===== src/rtl/cordic_range_reduce.sv =====
// Argument reduction ahead of the CORDIC cosine pipeline: float32 radians in,
// |x| mod 2*pi folded into [0, pi/2] as Q1.26 plus a cosine negate flag out.
`timescale 1ns/1ps
module cordic_range_reduce #(
    parameter int MAX_EXP   = 6,
    parameter int FRAC_BITS = 26,
    parameter int OUT_W     = 28,
    parameter int RED_STEPS = MAX_EXP - 1
) (
    input  logic             clk,
    input  logic             rst,
    input  logic             in_valid,
    output logic             in_ready,
    input  logic [31:0]      dataa,
    output logic             out_valid,
    input  logic             out_ready,
    output logic [OUT_W-1:0] angle,
    output logic             negate,
    output logic             err
);

    localparam int MAG_W = MAX_EXP + 1 + FRAC_BITS;
    localparam int K_W   = (RED_STEPS > 1) ? $clog2(RED_STEPS) : 1;

    // Truncated Q.26 constants; 3*pi/2 is built from them so the boundary lands exactly.
    localparam logic [MAG_W-1:0] HALF_PI       = MAG_W'(64'd105414357);
    localparam logic [MAG_W-1:0] PI            = MAG_W'(64'd210828714);
    localparam logic [MAG_W-1:0] TWO_PI        = MAG_W'(64'd421657428);
    localparam logic [MAG_W-1:0] THREE_HALF_PI = PI + HALF_PI;

    localparam logic [7:0] EXP_LIMIT = 8'(127 + MAX_EXP);
    localparam logic [7:0] EXP_Q     = 8'(127 + 23 - FRAC_BITS);

    localparam logic [2:0] S_IDLE    = 3'd0;
    localparam logic [2:0] S_CONVERT = 3'd1;
    localparam logic [2:0] S_REDUCE  = 3'd2;
    localparam logic [2:0] S_FOLD    = 3'd3;
    localparam logic [2:0] S_DONE    = 3'd4;

    logic [2:0]       r_state;
    logic [K_W-1:0]   r_k;
    logic [7:0]       r_exp;
    logic [22:0]      r_frac;
    logic [MAG_W-1:0] r_mag;
    logic [OUT_W-1:0] r_angle;
    logic             r_negate;
    logic             r_err;

    logic             w_cvt_err;
    logic [MAG_W-1:0] w_step;

    // Float to fixed with truncation; denormals flush to zero.
    function automatic logic [MAG_W-1:0] f_to_mag(input logic [7:0] e, input logic [22:0] frac);
        logic [MAG_W-1:0] m;
        m = MAG_W'({1'b1, frac});
        if (e == 8'd0)
            return '0;
        if (e >= EXP_Q)
            return m << (e - EXP_Q);
        return m >> (EXP_Q - e);
    endfunction

    // Quadrant fold of r in [0, 2*pi); returns {negate, angle}.
    function automatic logic [OUT_W:0] f_fold(input logic [MAG_W-1:0] r);
        logic [OUT_W-2:0] a;
        logic             n;
        if (r <= HALF_PI) begin
            a = (OUT_W-1)'(r);
            n = 1'b0;
        end else if (r <= PI) begin
            a = (OUT_W-1)'(PI - r);
            n = 1'b1;
        end else if (r < THREE_HALF_PI) begin
            a = (OUT_W-1)'(r - PI);
            n = 1'b1;
        end else begin
            a = (OUT_W-1)'(TWO_PI - r);
            n = 1'b0;
        end
        return {n, 1'b0, a};
    endfunction

    assign w_cvt_err = (r_exp > EXP_LIMIT);
    assign w_step    = TWO_PI << r_k;

    always_ff @(posedge clk or posedge rst) begin
        if (rst) begin
            r_state  <= S_IDLE;
            r_k      <= '0;
            r_angle  <= '0;
            r_negate <= 1'b0;
            r_err    <= 1'b0;
        end else begin
            case (r_state)
                S_IDLE: begin
                    if (in_valid)
                        r_state <= S_CONVERT;
                end
                S_CONVERT: begin
                    r_err   <= w_cvt_err;
                    r_k     <= K_W'(RED_STEPS - 1);
                    r_state <= S_REDUCE;
                end
                S_REDUCE: begin
                    if (r_k == '0)
                        r_state <= S_FOLD;
                    else
                        r_k <= r_k - 1'b1;
                end
                S_FOLD: begin
                    {r_negate, r_angle} <= r_err ? '0 : f_fold(r_mag);
                    r_state             <= S_DONE;
                end
                S_DONE: begin
                    if (out_ready) begin
                        r_err   <= 1'b0;
                        r_state <= S_IDLE;
                    end
                end
                default: r_state <= S_IDLE;
            endcase
        end
    end

    // Datapath registers carry no reset; they are always rewritten before use.
    always_ff @(posedge clk) begin
        case (r_state)
            S_IDLE: begin
                if (in_valid) begin
                    r_exp  <= dataa[30:23];
                    r_frac <= dataa[22:0];
                end
            end
            S_CONVERT: r_mag <= w_cvt_err ? '0 : f_to_mag(r_exp, r_frac);
            S_REDUCE: begin
                if (r_mag >= w_step)
                    r_mag <= r_mag - w_step;
            end
            default: ;
        endcase
    end

    assign in_ready  = (r_state == S_IDLE);
    assign out_valid = (r_state == S_DONE);
    assign angle     = r_angle;
    assign negate    = r_negate;
    assign err       = r_err;

endmodule


===== config.mk =====
export PLATFORM = sky130hd
export DESIGN_NAME = cordic_range_reduce
export DESIGN_NICKNAME = d
export VERILOG_FILES = /design/src/rtl/cordic_range_reduce.sv
export SDC_FILE = /design/constraint.sdc
export NUM_CORES = 1
export LEC_CHECK = 0
export ABC_AREA = 0
export CAP_MARGIN = 20
export CORE_MARGIN = 8
export CORE_UTILIZATION = 25
export DETAILED_ROUTE_END_ITERATION = 6
export SLEW_MARGIN = 20
export SYNTH_ARGS = -nofsm -noshare
export SYNTH_HDL_FRONTEND = slang
export SYNTH_SLANG_ARGS = --single-unit

===== constraint.sdc =====
create_clock -name clk -period 5.9 [get_ports clk]
set_clock_uncertainty 0.05 [all_clocks]
set_input_delay 0.59 -clock clk [delete_from_list [all_inputs] [get_ports clk]]
set_output_delay 0.59 -clock clk [all_outputs]
set_load 0.005 [all_outputs]

[Word-level counts from Yosys, hierarchy flattened]
Index checks and enable logic that the tools add are counted.
Operators by class
  $add $sub $neg: 7
  order comparisons: 6
  equal/unequal tests: 9
  shifts and indexed selects: 3
  multiplexer cells: 27
  reductions and logical operators: 10
Operators by type and width (count)
  $mux 33: 6
  $mux 27: 3
  $pmux 33 s2: 1
  $ge 33x33->1: 1
  $le 33x27->1 const B: 1
  $le 33x28->1 const B: 1
  $lt 33x29->1 const B: 1
  $shl 24x8->33: 1
  $shl 29x3->33 const A: 1
  $shr 24x8->33: 1
  $sub 33x33->33: 1
  $mux 29: 1
  $sub 25x27->27 const A: 1
  $sub 27x27->27 const A: 1
  $sub 27x27->27 const B: 1
  $pmux 3 s5: 1
  $mux 3: 4
  $mux 1: 9
  $ge 8x7->1 const B: 1
  $gt 8x8->1 const B: 1
  $logic_not 8->1: 1
  $ne 2x2->1 const B: 4
  $reduce_and 2->1: 4
  $sub 7x8->8 const A: 1
  11 further kinds: 14
Storage, ports and cells
  flip-flop bits (word level): 100
  input bits: 36

[Longest topological paths before layout]
Gate-level depths: netlist of run 1.
  word-level depth: 9
  depth in mapped cells: 16
  gate-level depth less buffers: 14

[Least setup slack after synthesis of run 1]
Ideal clock, no wire load.
  path type: reg-to-reg
  from: register r_k[0]
  to: register r_mag[10] (enable)
  setup time: 393 ps
  arrival time: 3514 ps
  setup slack: 1944 ps
  cell stages (with the launch flop): 14
  path buffers: 0
  period minus slack after synthesis: 3956 ps
  path through: dfrtp_1 > inv_1 > ha_1 > and2_1 > a21o_1 > ha_1 > nand4_1 > nor4b_1 > a21o_1 > a21oi_1 > o2111ai_1 > a21oi_1 > nor2b_1 > o31a_1
On the way
  longest elaborated chain between the ends: 4
Ends and longest elaborated chain
  start: declaration: line 41  | logic [K_W-1:0] r_k;
  start signal: assignment: line 101  | r_k <= K_W'(RED_STEPS - 1);
  start signal: assignment: line 108  | r_k <= r_k - 1'b1;
  $shl 29x3->33: line 84  | assign w_step = TWO_PI << r_k;
  $ge 33x33->1: line 136  | if (r_mag >= w_step)
  $ne 2x2->1 (no source line)
  $reduce_and 2->1 (no source line)
  end signal: assignment: line 134  | S_CONVERT: r_mag <= w_cvt_err ? '0 : f_to_mag(r_exp, r_frac);
  end signal: assignment: line 137  | r_mag <= r_mag - w_step;
  end: declaration: line 44  | logic [MAG_W-1:0] r_mag;
Every way passes these cells.
A chain may end at the register's enable or synchronous reset.

[Worst setup path after layout of run 1]
  from: register r_k[0]
  to: register r_mag[30] (enable)
The elaborated chain is that of the path after synthesis.

==> reports/results.tsv, run 1 <==
stage	metric	value	unit
status	status	completed	
grt	grt_pass1_wl	50700	um
die	coreArea	39800	um^2
synth	syn-cell-area	10100	um^2
grt	grt_remaining_overflow	0	
route	viasPerCell	5.39	
grt	antenna_found_initial	0	
clock_tree	clockRootBuffer	clkbuf_16	
synth	syn_inst	1227	
route	ant_nets	0	
route	wire_per_inst	18.1	um
timing	fmax	219	MHz
die	die_w	217	um
synth	synth_top_family_by_area	compound AO/OA/AOI/OAI gates	
die	pin_count	68	
grt	grt_max_degree	61	
critical_path	critPathBufInv	2	
synth	synth-edff-count	64	
timing	relSlewSlack	31.4	%
clock_tree	cts_tree	done	
route	via_count	9491	
synth	synth_ff_type	edfxtp_1	
cells_and_area	insertedDiodeCount	0	
synth	synth-adder-area-share	6.45	%
route	dr.pass1.iters	7	
synth	yosys.cell_count.top_type	nand2_1	
die	dieArea	47100	um^2
synth	synth_top_area_share	19.0	%
grt	grt.total_usage	13.2	%
critical_path	critPathArrivalTime	4.57	ns
timing	finalSetupViolations	0	
job	maxCapViolCount	0	
synth	syn_area_per_cell	8.23	um^2
power	p_leak	4.19	nW
synth	ys_async_sr_fraction	35.4	%
timing	worstMarginPinSlew	1.03	ns
timing	fin_ws	1.33	ns
placed_design	routabilityCongestion	0.949	
critical_path	critPathMaxStageDelay	0.55	ns
synth	synth_seq_area_share	27.7	%
critical_path	cp_cell_sequence	inv_1, ha_1, nor2b_1, a21oi_1, ha_1, a21oi_1, o21a_1, o221ai_1, a21o_1, a21oi_1, o2111ai_1, a21oi_1, nor2b_1, o31a_1, buf_4	
synth	synth-compound-area-share	25.5	%
clock_tree	cts_buffer_depth	2	
power	irDropWorstVdd	0.205	mV
placed_design	portBuffers	65	
die	rows	73	
clock_tree	clock-sinks	99	
synth	ys_top_cells_by_area	edfxtp_1 19%, dfrtp_1 8.7%, ha_1 6.4%	
critical_path	worstSetupPathType	register to register	
critical_path	crit_fanout	23	
clock_tree	ctsResizeCount	0	
route	routed_wl	31900	um
hold_path	hold_path_class	register to register	
synth	muxShareOfSynthArea	9.31	%
timing	fin_crit_sh	77.5	%
timing	finalHoldViolations	0	
synth	ys_warn_count	0	
power	cellPowerDensity	604	nW/um^2
clock_tree	htreeDepth	3	
critical_path	cp-end-kind	register	
synth	synth-xor-area-share	5.21	%
clock_tree	clock_latency	0.37	ns
cells_and_area	finalNetCount	1320	
timing	final.setup.tns	0	ns
critical_path	cpMaxStageDelayCell	dfrtp_1	
clock_tree	post-cts-setup-buffers	0	
critical_path	critPathLaunchType	register	
die	start_util	25.3	%
clock_tree	clk_pin_slew_worst_paths	0.07	ns
placed_design	hpwl	24200	um
die	die_h	217	um
clock_tree	cts_made_buffers	9	
critical_path	cp_top_family	compound AO/OA/AOI/OAI gates	
synth	synth_simple_gate_area_share	20.4	%
timing	drv_slew	0	
critical_path	cpMostUsedCell	a21oi_1	
timing	layout_min_cycle_time	4.57	ns
synth	synth_common_cells	161 x nand2_1, 115 x a21oi_1, 91 x nor2_1	
cells_and_area	area_growth	13.1	%
timing	rsz0062_at_grt	false	
synth	yosysTopAreaCell	edfxtp_1	
synth	netlist-cell-type-count	83	
grt	grt_pass1_vias	9047	
cells_and_area	layout-drive-gt1-share	7.84	%
route	first_iter_violations	737	
synth	ys_ff_latch	99	
synth	synthesis.nets	1315	
critical_path	worstPathRequired	5.90	ns
clock_tree	postCtsHoldBufs	0	
placed_design	pre_cts_slack	1.34	ns
route	route.detailed.drc	0	
## report_power, final
part           total, mW  internal (mW)  switching, mW
registers           1.70           1.14          0.568
clock network      0.568          0.296          0.272
logic               4.63           1.94           2.69
## logic make-up (layout without fill, tap and decap cells)
family / Yosys count / count (layout)
buf+inv: 127 / 137
compound gates: 393 / 393
xor+xnor: 60 / 60
flops: 99 / 99
other cells: 1 / 1
simple gates: 431 / 431
mux: 64 / 64
fa+ha+maj: 52 / 52
## metrics by stage
stage          cell area, um^2  cells  total power, mW  hold WS (ns)  util (%)
2_1_floorplan            10100   1227             5.00         0.423         -
3_3_place_gp             11200   1746             6.21         0.414      28.0
3_5_place_dp             11200   1746             6.29         0.417      28.0
4_1_cts                  11400   1762             6.90         0.433      28.7
5_1_grt                  11400   1762             7.49         0.447      28.7
6_report                 11400   1762             6.90         0.425      28.7
## state kept, by name, summed over array words and instances, names as in the netlist
register	flops
r_mag	33
r_state	3
err	1
r_exp	8
angle	27
r_frac	23
r_k	3
negate	1
## placed cells by master, fill, tap and decap left out, types with 5 or more instances in the layout
| cell | netlist | final |
|---|---|---|
| nand2_1 | 161 | 161 |
| a21oi_1 | 115 | 115 |
| nor2_1 | 91 | 91 |
| o21ai_0 | 77 | 77 |
| clkdlybuf4s50_1 | 0 | 65 |
| edfxtp_1 | 64 | 64 |
| ha_1 | 52 | 52 |
| nor3_1 | 35 | 35 |
| dfrtp_1 | 35 | 35 |
| o31ai_1 | 33 | 33 |
| xnor2_1 | 32 | 32 |
| mux2i_1 | 32 | 32 |
| inv_1 | 31 | 31 |
| nand3_1 | 31 | 31 |
| xor2_1 | 28 | 28 |
| buf_4 | 3 | 24 |
| mux4_2 | 23 | 23 |
| nor2b_1 | 19 | 19 |
| a211oi_1 | 18 | 18 |
| a31oi_1 | 18 | 18 |
| o22ai_1 | 16 | 16 |
| a21o_1 | 14 | 14 |
| o211ai_1 | 12 | 12 |
| and2_1 | 12 | 12 |
| nand2b_1 | 11 | 11 |
| nand4_1 | 11 | 11 |
| and3_1 | 11 | 11 |
| or3_1 | 10 | 10 |
| a22oi_1 | 10 | 10 |
| mux2_2 | 9 | 9 |
| clkbuf_16 | 0 | 9 |
| nor4_1 | 8 | 8 |
| or2_2 | 7 | 7 |
| o221ai_1 | 7 | 7 |
| nand3b_1 | 6 | 6 |
| a21boi_0 | 6 | 6 |
| o21a_1 | 5 | 5 |
## tightest hold or removal path: stages, from the launching register on
cell     delay, ns
dfrtp_1       0.34
nand2_1       0.05
o31ai_1       0.05
## worst paths after layout
kind | startpoint | endpoint | slack (ns) | cells after the start
min | angle[3]$_DFFE_PP0P_ | angle[3]$_DFFE_PP0P_ | 0.43 | 2
max in group asynchronous | rst | angle[25]$_DFFE_PP0P_ | 4.90 | 3
min in group asynchronous | rst | angle[1]$_DFFE_PP0P_ | 0.57 | 3
max reg2reg | r_k[0]$_DFFE_PP0P_ | r_mag[30]$_DFFE_PP_ | 1.33 | 15
min reg2reg | angle[3]$_DFFE_PP0P_ | angle[3]$_DFFE_PP0P_ | 0.43 | 2
max | r_k[0]$_DFFE_PP0P_ | r_mag[30]$_DFFE_PP_ | 1.33 | 15
## area by class of cell
cell class              count  area, um^2
fillers                  4335       28400
clock buffers              11         243
repair buffers             89         831
well taps                 525         657
flip-flops and latches     99        2800
multi-input cells        1001        6750
inverters                  32         120
clock inverters             5        27.5
## routing by layer
metal / part of all wire (%) / vias to the layer above / GRT usage [%]
met5: 0 / - / 0
met4: 2.8 / 0 / 4.76
met3: 6.3 / 57 / 2.88
met2: 46 / 354 / 20.8
li1: - / 4584 / -
met1: 45 / 4496 / 17.6
No activity file was read; power rests on OpenSTA's default activity.
==> run 2, diff against run 1 <==
clock period = 4.65 ns   (was 5.9 ns; I/O delays follow)
==> run 2 against run 1 <==
Against the previous run:
- maximum frequency is 6.4% higher
- total power grew 30%
- register-to-register slack worse by 0.98 ns
- via count is 0.22% higher
- cell area is 0.94% higher
- combinational power increased by 30%
- global-route usage grew 0.15 points
- clock-buffer cell count is 1 lower
- critical path type unchanged
- highest routed layer unchanged
==> reports/results.tsv, run 2 (synthesis gave the netlist of run 1 again) <==
stage	metric	value	unit	change
cells_and_area	area_growth	14.2	%	
critical_path	critPathBufInv	1		-1
cells_and_area	regMostFlops	r_mag		
status	status	completed		
critical_path	cpMaxStageDelayCell	dfrtp_1		
clock_tree	ctsResizeCount	0		unchanged
clock_tree	post-cts-setup-buffers	0		unchanged
critical_path	critPathLaunchType	register		
clock_tree	cts_tree	done		
route	first_iter_violations	720		-2.3%
cells_and_area	largest_reg_flops	33		unchanged
cells_and_area	design_area	11500	um^2	+0.94%
timing	layout_min_cycle_time	4.30	ns	-0.274 ns
timing	final.setup.tns	0	ns	unchanged
critical_path	cp_top_family	compound AO/OA/AOI/OAI gates		
cells_and_area	final_cell_mix	161 x nand2_1, 115 x a21oi_1, 91 x nor2_1		
clock_tree	cts_made_buffers	9		unchanged
route	via_count	9512		+0.22%
cells_and_area	insertedDiodeCount	0		unchanged
cells_and_area	final_common_cell	nand2_1		
timing	fin_ws	0.353	ns	-0.976 ns
critical_path	worstPathRequired	4.67	ns	-1.23 ns
critical_path	critPathMaxStageDelay	0.54	ns	about the same
route	route.detailed.drc	0		unchanged
clock_tree	clock_latency	0.36	ns	about the same
power	cellPowerDensity	779	nW/um^2	+29%
die	die_h	217	um	unchanged
timing	worstMarginPinSlew	1.05	ns	+0.0187 ns
hold_path	hold_path_class	register to register		
placed_design	post_dp_cell_area	11200	um^2	+0.40%
grt	grt_remaining_overflow	0		unchanged
grt	grt_pass1_vias	9105		+0.64%
die	start_util	25.3	%	unchanged
grt	grt_pass1_wl	51100	um	+0.95%
cells_and_area	layout-drive-gt1-share	8.21	%	+0.36 points
route	ant_nets	0		unchanged
cells_and_area	utilization	28.9	%	+0.27 points
critical_path	cp-end-kind	register		
grt	grt.total_usage	13.3	%	+0.15 points
clock_tree	clock-sinks	99		unchanged
timing	finalSetupViolations	0		unchanged
die	pin_count	68		unchanged
clock_tree	clk_pin_slew_worst_paths	0.07	ns	about the same
power	irDropWorstVdd	0.227	mV	+11%
timing	relSlewSlack	30.1	%	-1.2 points
route	dr.pass1.iters	5		-2
clock_tree	htreeDepth	3		unchanged
die	die_w	217	um	unchanged
cells_and_area	finalNetCount	1326		+0.45%
power	p_leak	4.24	nW	+1.2%
timing	rsz0062_at_grt	false		
route	wire_per_inst	18.2	um	+0.76%
clock_tree	clockRootBuffer	clkbuf_16		
power	power	8.98	mW	+30%
timing	fin_crit_sh	92.4	%	+15 points
timing	whs	0.424	ns	-0.00100 ns
timing	drv_slew	0		unchanged
grt	grt_max_degree	61		unchanged
clock_tree	postCtsHoldBufs	0		unchanged
placed_design	portBuffers	65		unchanged
placed_design	place_inst	1752		+0.34%
critical_path	critPathArrivalTime	4.32	ns	-0.25 ns
critical_path	worstSetupPathType	register to register		
cells_and_area	finalNonFillerCells	1768		+0.34%
die	coreArea	39800	um^2	unchanged
route	routed_wl	32200	um	+1.1%
die	dieArea	47100	um^2	unchanged
timing	finalHoldViolations	0		unchanged
placed_design	hpwl	24500	um	+1.3%
critical_path	crit_fanout	10		-57%
grt	antenna_found_initial	0		unchanged
timing	fmax	233	MHz	+6.4%
placed_design	routabilityCongestion	0.932		-1.8%
clock_tree	cts_buffer_depth	2		unchanged
die	rows	73		unchanged
critical_path	cp_cell_sequence	inv_1, ha_1, a21boi_0, ha_1, a21o_1, a21oi_1, a21boi_0, a31o_2, o31ai_1, o31ai_1, or2_2, a311oi_1, o21ai_0		
placed_design	pre_cts_slack	0.400	ns	-0.935 ns
job	maxCapViolCount	0		unchanged
route	viasPerCell	5.38		-0.12%
[run 2: cell types whose count changed in the layout (fill, tap and decap cells not counted)]
cell	delta
buf_4	+6
bufinv_16	+3
clkbuf_8	-1
clkinv_1	+1
clkinv_2	-2
clkinvlp_2	+1
inv_4	-2
[run 2: cell type report]
cell class              instances  area (um^2)
inverters                      32          120
clock buffers                  10          229
well taps                     525          657
flip-flops and latches         99         2800
fillers                      4288        28300
clock inverters                 6          104
repair buffers                 95          876
multi-input cells            1001         6750
[run 2: final timing paths]
kind / from / end / slack (ns) / cells after the start
setup / recovery: r_k[0]$_DFFE_PP0P_ / r_mag[20]$_DFFE_PP_ / 0.35 / 13
hold / removal: angle[21]$_DFFE_PP0P_ / angle[21]$_DFFE_PP0P_ / 0.42 / 2
setup reg to reg: r_k[0]$_DFFE_PP0P_ / r_mag[20]$_DFFE_PP_ / 0.35 / 13
hold reg to reg: angle[21]$_DFFE_PP0P_ / angle[21]$_DFFE_PP0P_ / 0.42 / 2
max in group asynchronous: rst / angle[25]$_DFFE_PP0P_ / 3.74 / 3
min in group asynchronous: rst / angle[4]$_DFFE_PP0P_ / 0.47 / 3
[run 2: layer usage]
layer	wire length, um	global-route usage, %	part of all wire, %	vias up
li1	-	-	-	4603
met1	14500	17.5	45	4553
met2	15100	21.8	47	304
met3	1860	2.68	5.8	52
met4	793	4.46	2.5	0
met5	0	0	0	-
[run 2: power breakdown]
part,leakage [nW],switching (mW),total (mW),internal [mW]
combinational,3.03,3.52,6.01,2.49
sequential,1.05,0.653,2.09,1.44
clock,0.160,0.352,0.874,0.523
[run 2: tightest hold or removal path: stages (launching register included)]
cell and delay, ns:
dfrtp_1 0.34, nand2_1 0.05, o31ai_1 0.05
